`src/rtl/fetch_queue.sv`:
```
`default_nettype none
// ============================================================================
// fetch_queue -- sequential-PC instruction fetcher feeding a DEPTH-entry FIFO
//                with redirect flush; 1-cycle-latency ROM interface.
// Revision: 1.0
// ============================================================================
module fetch_queue #(
  parameter int                    DATA_WIDTH = 32,
  parameter int                    DEPTH      = 4,
  parameter logic [DATA_WIDTH-1:0] RESET_PC   = '0
) (
  input  logic                    clk,
  input  logic                    rst,
  output logic                    imem_req,
  output logic [DATA_WIDTH-1:0]   imem_addr,
  input  logic [DATA_WIDTH-1:0]   imem_rdata,
  input  logic                    redirect_valid,
  input  logic [DATA_WIDTH-1:0]   redirect_pc,
  output logic                    out_valid,
  input  logic                    out_ready,
  output logic [DATA_WIDTH-1:0]   out_instr,
  output logic [DATA_WIDTH-1:0]   out_pc,
  output logic [$clog2(DEPTH):0]  occupancy
);

  localparam int PTR_W = $clog2(DEPTH);
  localparam int CNT_W = PTR_W + 1;

  logic [DATA_WIDTH-1:0] fetch_pc_q, fetch_pc_d;
  logic [DATA_WIDTH-1:0] instr_q [DEPTH];
  logic [DATA_WIDTH-1:0] pc_q    [DEPTH];
  logic [PTR_W-1:0]      head_q, head_d;
  logic [PTR_W-1:0]      tail_q, tail_d;
  logic [CNT_W-1:0]      count_q, count_d;
  logic                  inflight_q, inflight_d;
  logic [DATA_WIDTH-1:0] inflight_pc_q, inflight_pc_d;

  logic [CNT_W-1:0]      w_used;
  logic                  w_req;
  logic                  w_valid;
  logic                  w_push;
  logic                  w_pop;
  logic                  w_unused_pc_lsbs;

  // Slots already claimed include the response still in flight, so a
  // returning response always finds room at the tail.
  assign w_used  = count_q + CNT_W'(inflight_q);
  assign w_req   = !rst && !redirect_valid && (w_used < CNT_W'(DEPTH));
  assign w_valid = !rst && (count_q != '0);
  assign w_pop   = w_valid && out_ready;
  assign w_push  = inflight_q && !redirect_valid;

  assign w_unused_pc_lsbs = ^redirect_pc[1:0];

  assign imem_req  = w_req;
  assign imem_addr = rst ? RESET_PC : fetch_pc_q;
  assign out_valid = w_valid;
  assign out_instr = instr_q[head_q];
  assign out_pc    = pc_q[head_q];
  assign occupancy = rst ? '0 : count_q;

  always_comb begin
    fetch_pc_d    = fetch_pc_q;
    head_d        = head_q;
    tail_d        = tail_q;
    count_d       = count_q;
    inflight_d    = inflight_q;
    inflight_pc_d = inflight_pc_q;
    if (redirect_valid) begin
      fetch_pc_d = {redirect_pc[DATA_WIDTH-1:2], 2'b00};
      head_d     = '0;
      tail_d     = '0;
      count_d    = '0;
      inflight_d = 1'b0;
    end else begin
      if (w_push) tail_d = tail_q + PTR_W'(1);
      if (w_pop)  head_d = head_q + PTR_W'(1);
      count_d    = count_q + CNT_W'(w_push) - CNT_W'(w_pop);
      inflight_d = w_req;
      if (w_req) begin
        inflight_pc_d = fetch_pc_q;
        fetch_pc_d    = fetch_pc_q + DATA_WIDTH'(4);
      end
    end
  end

  always_ff @(posedge clk) begin
    if (rst) begin
      fetch_pc_q    <= RESET_PC;
      head_q        <= '0;
      tail_q        <= '0;
      count_q       <= '0;
      inflight_q    <= 1'b0;
      inflight_pc_q <= '0;
    end else begin
      fetch_pc_q    <= fetch_pc_d;
      head_q        <= head_d;
      tail_q        <= tail_d;
      count_q       <= count_d;
      inflight_q    <= inflight_d;
      inflight_pc_q <= inflight_pc_d;
    end
  end

  // Payload storage needs no reset; validity is tracked by count_q.
  always_ff @(posedge clk) begin
    if (w_push && !rst) begin
      instr_q[tail_q] <= imem_rdata;
      pc_q[tail_q]    <= inflight_pc_q;
    end
  end

endmodule
`default_nettype wire

```
`config.mk`:
```
export PLATFORM = sky130hd
export DESIGN_NAME = fetch_queue
export DESIGN_NICKNAME = d
export VERILOG_FILES = /design/src/rtl/fetch_queue.sv
export SDC_FILE = /design/constraint.sdc
export NUM_CORES = 1
export LEC_CHECK = 0
export BUFFER_PORTS_ARGS = -buffer_cell sky130_fd_sc_hd__clkbuf_2
export CORE_MARGIN = 5
export CORE_UTILIZATION = 52
export CTS_BUF_LIST = sky130_fd_sc_hd__clkbuf_4 sky130_fd_sc_hd__clkbuf_8 sky130_fd_sc_hd__clkbuf_16
export CTS_CLUSTER_SIZE = 25
export DETAILED_ROUTE_END_ITERATION = 10
export PLACE_DENSITY_LB_ADDON = 0.2
export SETUP_SLACK_MARGIN = 0.1
export SYNTH_ARGS = -nofsm -noshare
export SYNTH_HDL_FRONTEND = slang
export SYNTH_SLANG_ARGS = --single-unit
```
`constraint.sdc`:
```
create_clock -name clk -period 3.24 [get_ports clk]
set_clock_uncertainty 0.2 [all_clocks]
set_input_delay 0.486 -clock clk [delete_from_list [all_inputs] [get_ports clk]]
set_output_delay 0.486 -clock clk [all_outputs]
set_load 0.01 [all_outputs]
```
# Yosys cells after proc, flatten, opt, wreduce, memory -nomap -nowiden
# Memory sizes are Yosys's and may differ from the RTL's. A register that Yosys moved wholly into a read port is not among the register bits.
# Cells that the tools add are included.
# classes
n_addsub	6
n_lt_le_gt_ge	1
muxes	10
n_bitwise	1
reduce_logical	12
# op_table
cell	n
$mux W32	3
$add A32 B3 Y32 const B	1
$mux W2	4
$add A3 B1 Y3	2
$logic_and A1 B1 Y1	6
$add A2 B1 Y2 const B	2
$lt A3 B3 Y1 const B	1
$mux W3	1
$reduce_bool A3 Y1	1
$sub A3 B1 Y3	1
$logic_not A1 Y1	2
$mux W1	2
$reduce_and A2 Y1	1
$reduce_bool A2 Y1	1
$reduce_or A2 Y1	1
$not A1 Y1	1
# totals
reg_bits	72
ram_bits	256
in_bits	68
memories	2
# memory_table
name	depth	width	read_ports	rd_clocked_by_memory_dff	wr	line_no	rtl
instr_q	4	32	1	1	1	30	logic [DATA_WIDTH-1:0] instr_q [DEPTH];
pc_q	4	32	1	1	1	31	logic [DATA_WIDTH-1:0] pc_q [DEPTH];

# Longest topological paths before layout
# logic_depth
word_depth	5
mapped_depth	12
depth_no_buf	10

# Worst setup path after synthesis
# OpenSTA, ideal clock, no wires.
# synth_timing
path_type	input to register
start	in redirect_valid
end	mem instr_q[0][0], enable pin
setup_time_ps	427
arrival_time_ps	2540
slack_ps	73
path_stages	4
cell_sequence	buf_2 -> clkbuf_1 -> nor2_1 -> and3_1
# synth_via
elab_chain_cells	5
# synth_rtl
element	line_no	rtl
from (decl)	17	input logic redirect_valid,
$logic_not A1 Y1	51	assign w_push = inflight_q && !redirect_valid;
$logic_and A1 B1 Y1	51	
$logic_and A1 B1 Y1	107	if (w_push && !rst) begin
$mux W1	107	
$mux W1 (implied by the code)	108	instr_q[tail_q] <= imem_rdata;
to (decl)	30	
# Every way passes these cells.

==> impl_metrics.tcl <==
set metrics [dict create \
    cpPeakStageDelay_ns 0.61 \
    insertion_delay_ns 0.50 \
    setup_viol 0 \
    cp-end-kind "output pin" \
    final.min_clock_period_ns 2.83 \
    routabilityCongestion 0.828 \
    grt_pass1_vias 7387 \
    firstDrtPassIters 5 \
    syn_avg_cell_area_um2 16.0 \
    grt.overflow.total 0 \
    antenna_found_initial 0 \
    cts_tree "built" \
    regToRegSetupSlack_ns 0.69 \
    synth_top_area_cell "edfxtp_1" \
    drc_errors 0 \
    drive_gt1_frac 0.318 \
    root_buffer "clkbuf_16" \
    dp.cells 1235 \
    fin_setup_tns_ns 0 \
    drt-total-wl_um 25100 \
    r2r_start "inflight_q" \
    slew_violations 0 \
    mostFrequentLayoutCells "edfxtp_1, clkbuf_2, nand2_1" \
    rows 56 \
    mostFrequentLayoutCell "edfxtp_1" \
    slowest_stage "dfxtp_4" \
    min_from "redirect_pc[2]" \
    ant_nets 0 \
    fin_nets 1040 \
    coreArea_um2 23500 \
    ys_seq_area_frac 0.712 \
    clock_path_buffers 3 \
    period_share 0.872 \
    synth-edff-count 248 \
    cts_inserted_buffers 34 \
    synth_top_flop_cell "edfxtp_1" \
    ys_types 54 \
    port_buffers 162 \
    numClockSinks 318 \
    synth-seq-cells 318 \
    cp-start-kind "flip-flop" \
    power.leakage_nw 5.36 \
    timing.hold.ws_ns 0.0147 \
    synth.area.top_cells "edfxtp_1, dfxtp_1, mux4_2, nand2_1, a21oi_1" \
    vdd_drop_max_mv 0.316 \
    min_to "fetch_pc_q[2]" \
    clk_pin_slew_worst_paths_ns 0.06 \
    max_freq_mhz 354 \
    power_density_nw_per_um2 570 \
    stdcell_count 1309 \
    synth.top_cell.area_share 0.599 \
    crit_fanout 19 \
    outcome "finished clean" \
    hold_depth 3 \
    dp_hpwl_um 16400 \
    start_util 0.530 \
    drt-initial-drc-count 398 \
    grt_pass1_wl_um 39700 \
    die-area_um2 27100 \
    r2r_end "fetch_pc_q[12]" \
    report.final.hold_viol_count 0 \
    min_path_type "in2reg" \
    rsz0062_at_grt "no" \
    htreeDepth 2 \
    p_total_mw 8.52 \
    syn_to_final_growth_pct 20.3 \
    synthCells 777 \
    reg2reg_depth 6 \
    via_per_inst 5.42 \
    io_pins 169 \
    max_slew.worst_pin.slew_ns 0.598 \
    vias 7089 \
    post_cts_buffers 0 \
    worstSetupPathType "reg2out" \
    die_x_um 165 \
    netlist_area_um2 12400 \
    cap_violations 0 \
    wl_per_cell_um 19.1 \
    yosys_warnings 0 \
    cp_cell_sequence "buf_4 -> mux4_2 -> clkbuf_2" \
    grt.total_usage 0.188 \
    die_y_um 165 \
    n_antenna_cell 0 \
    slew_headroom 0.599 \
    async_flop_share 0 \
    arrival_ns 2.14 \
    worst_ep_required_time_ns 2.55 \
    grt_max_degree 49 \
]
==> synthesized netlist by cell type (all sizes together), types with 2 or more instances <==
library cell	count
o21ai	5
and2	3
o311ai	4
a211oi	6
nor2b	25
buf	27
mux2i	4
o31a	2
nor2	30
mux2	2
xnor2	8
ha	7
and4	2
or3	6
mux4	62
dfxtp	70
a31oi	2
nand4	12
o41a	3
xor2	7
nand2	91
nand3	17
or4	2
nor4	4
a22oi	4
and3	10
inv	16
o22ai	2
edfxtp	248
nor3	7
a21oi	50
o211ai	2
clkbuf	23
==> cell families (layout without fill, tap and decap cells) <==
group                    after synthesis  after routing  synth area share
flip-flops                           318            318             0.712
AND/OR/NAND/NOR                      212            212            0.0824
AO/OA/AOI/OAI                         89             89            0.0450
multiplexers                          68             68             0.118
buffers and inverters                 66            276            0.0236
XOR/XNOR                              15             15            0.0106
adder cells (fa/ha/maj)                8              8           0.00866
other                                  1              4          0.000302
==> what timing repair did <==
item	4_1_cts	5_1_grt
hold buffers	12	0
endpoints found under the hold margin	45	0
gates resized for setup	0	0
==> sequential cells by signal, indices dropped and copies added, names as in the netlist, named ones only <==
register / flops
fetch_pc_q: 30
inflight_q: 1
tail_q: 2
pc_q: 120
count_q: 3
instr_q: 128
head_q: 2
inflight_pc_q: 30
==> how the worst max path moves through the flow <==
stage | from | end | slack [ns] | cells after the start
floorplan | rst | count_q[2] | 0.54 | 11
global placement | rst | imem_req | 0.59 | 6
detailed placement | rst | fetch_pc_q[31] | 0.55 | 8
CTS | flip-flop | out_pc[23] | 0.35 | 3
global route | flip-flop | out_pc[28] | 0.29 | 3
finish | flip-flop | out_pc[23] | 0.41 | 3
==> through the flow <==
stage | setup WS [ns] | util | instance area (um2)
finish | 0.414 | 0.637 | 15000
global route | 0.293 | 0.637 | 15000
CTS | 0.348 | 0.637 | 15000
detailed placement | 0.555 | 0.585 | 13700
global placement | 0.589 | 0.585 | 13700
floorplan | 0.536 | - | 12400
==> per-layer routing <==
metal,track usage,vias to the layer above,routed length (um)
met5,0,-,0
met4,0.0567,0,541
met3,0.0339,41,1500
met2,0.301,232,11900
met1,0.266,3458,11200
li1,-,3358,-
==> power breakdown <==
| group | internal (mW) | leakage, nW | switching (mW) | total (mW) |
|---|---|---|---|---|
| clock | 2.26 | 0.557 | 1.46 | 3.72 |
| combinational | 0.133 | 1.83 | 0.176 | 0.310 |
| sequential | 4.43 | 2.98 | 0.0598 | 4.49 |
| total | 6.82 | 5.36 | 1.70 | 8.52 |
==> area by class of cell <==
type / count / area, um2
sequential: 318 / 8860
fill: 1744 / 8520
multi-input combinational: 396 / 3330
timing repair buffer: 198 / 1200
clock buffer: 49 / 1050
tap: 319 / 399
inverter: 16 / 60.1
clock inverter: 13 / 58.8
==> worst max-delay path: cells and delay by family, from the launching register on <==
kind	cells	cell delay, ns
DFF	1	0.61
muxes	1	0.54
buffers and inverters	2	0.46
(Power assumes the default switching activity.)
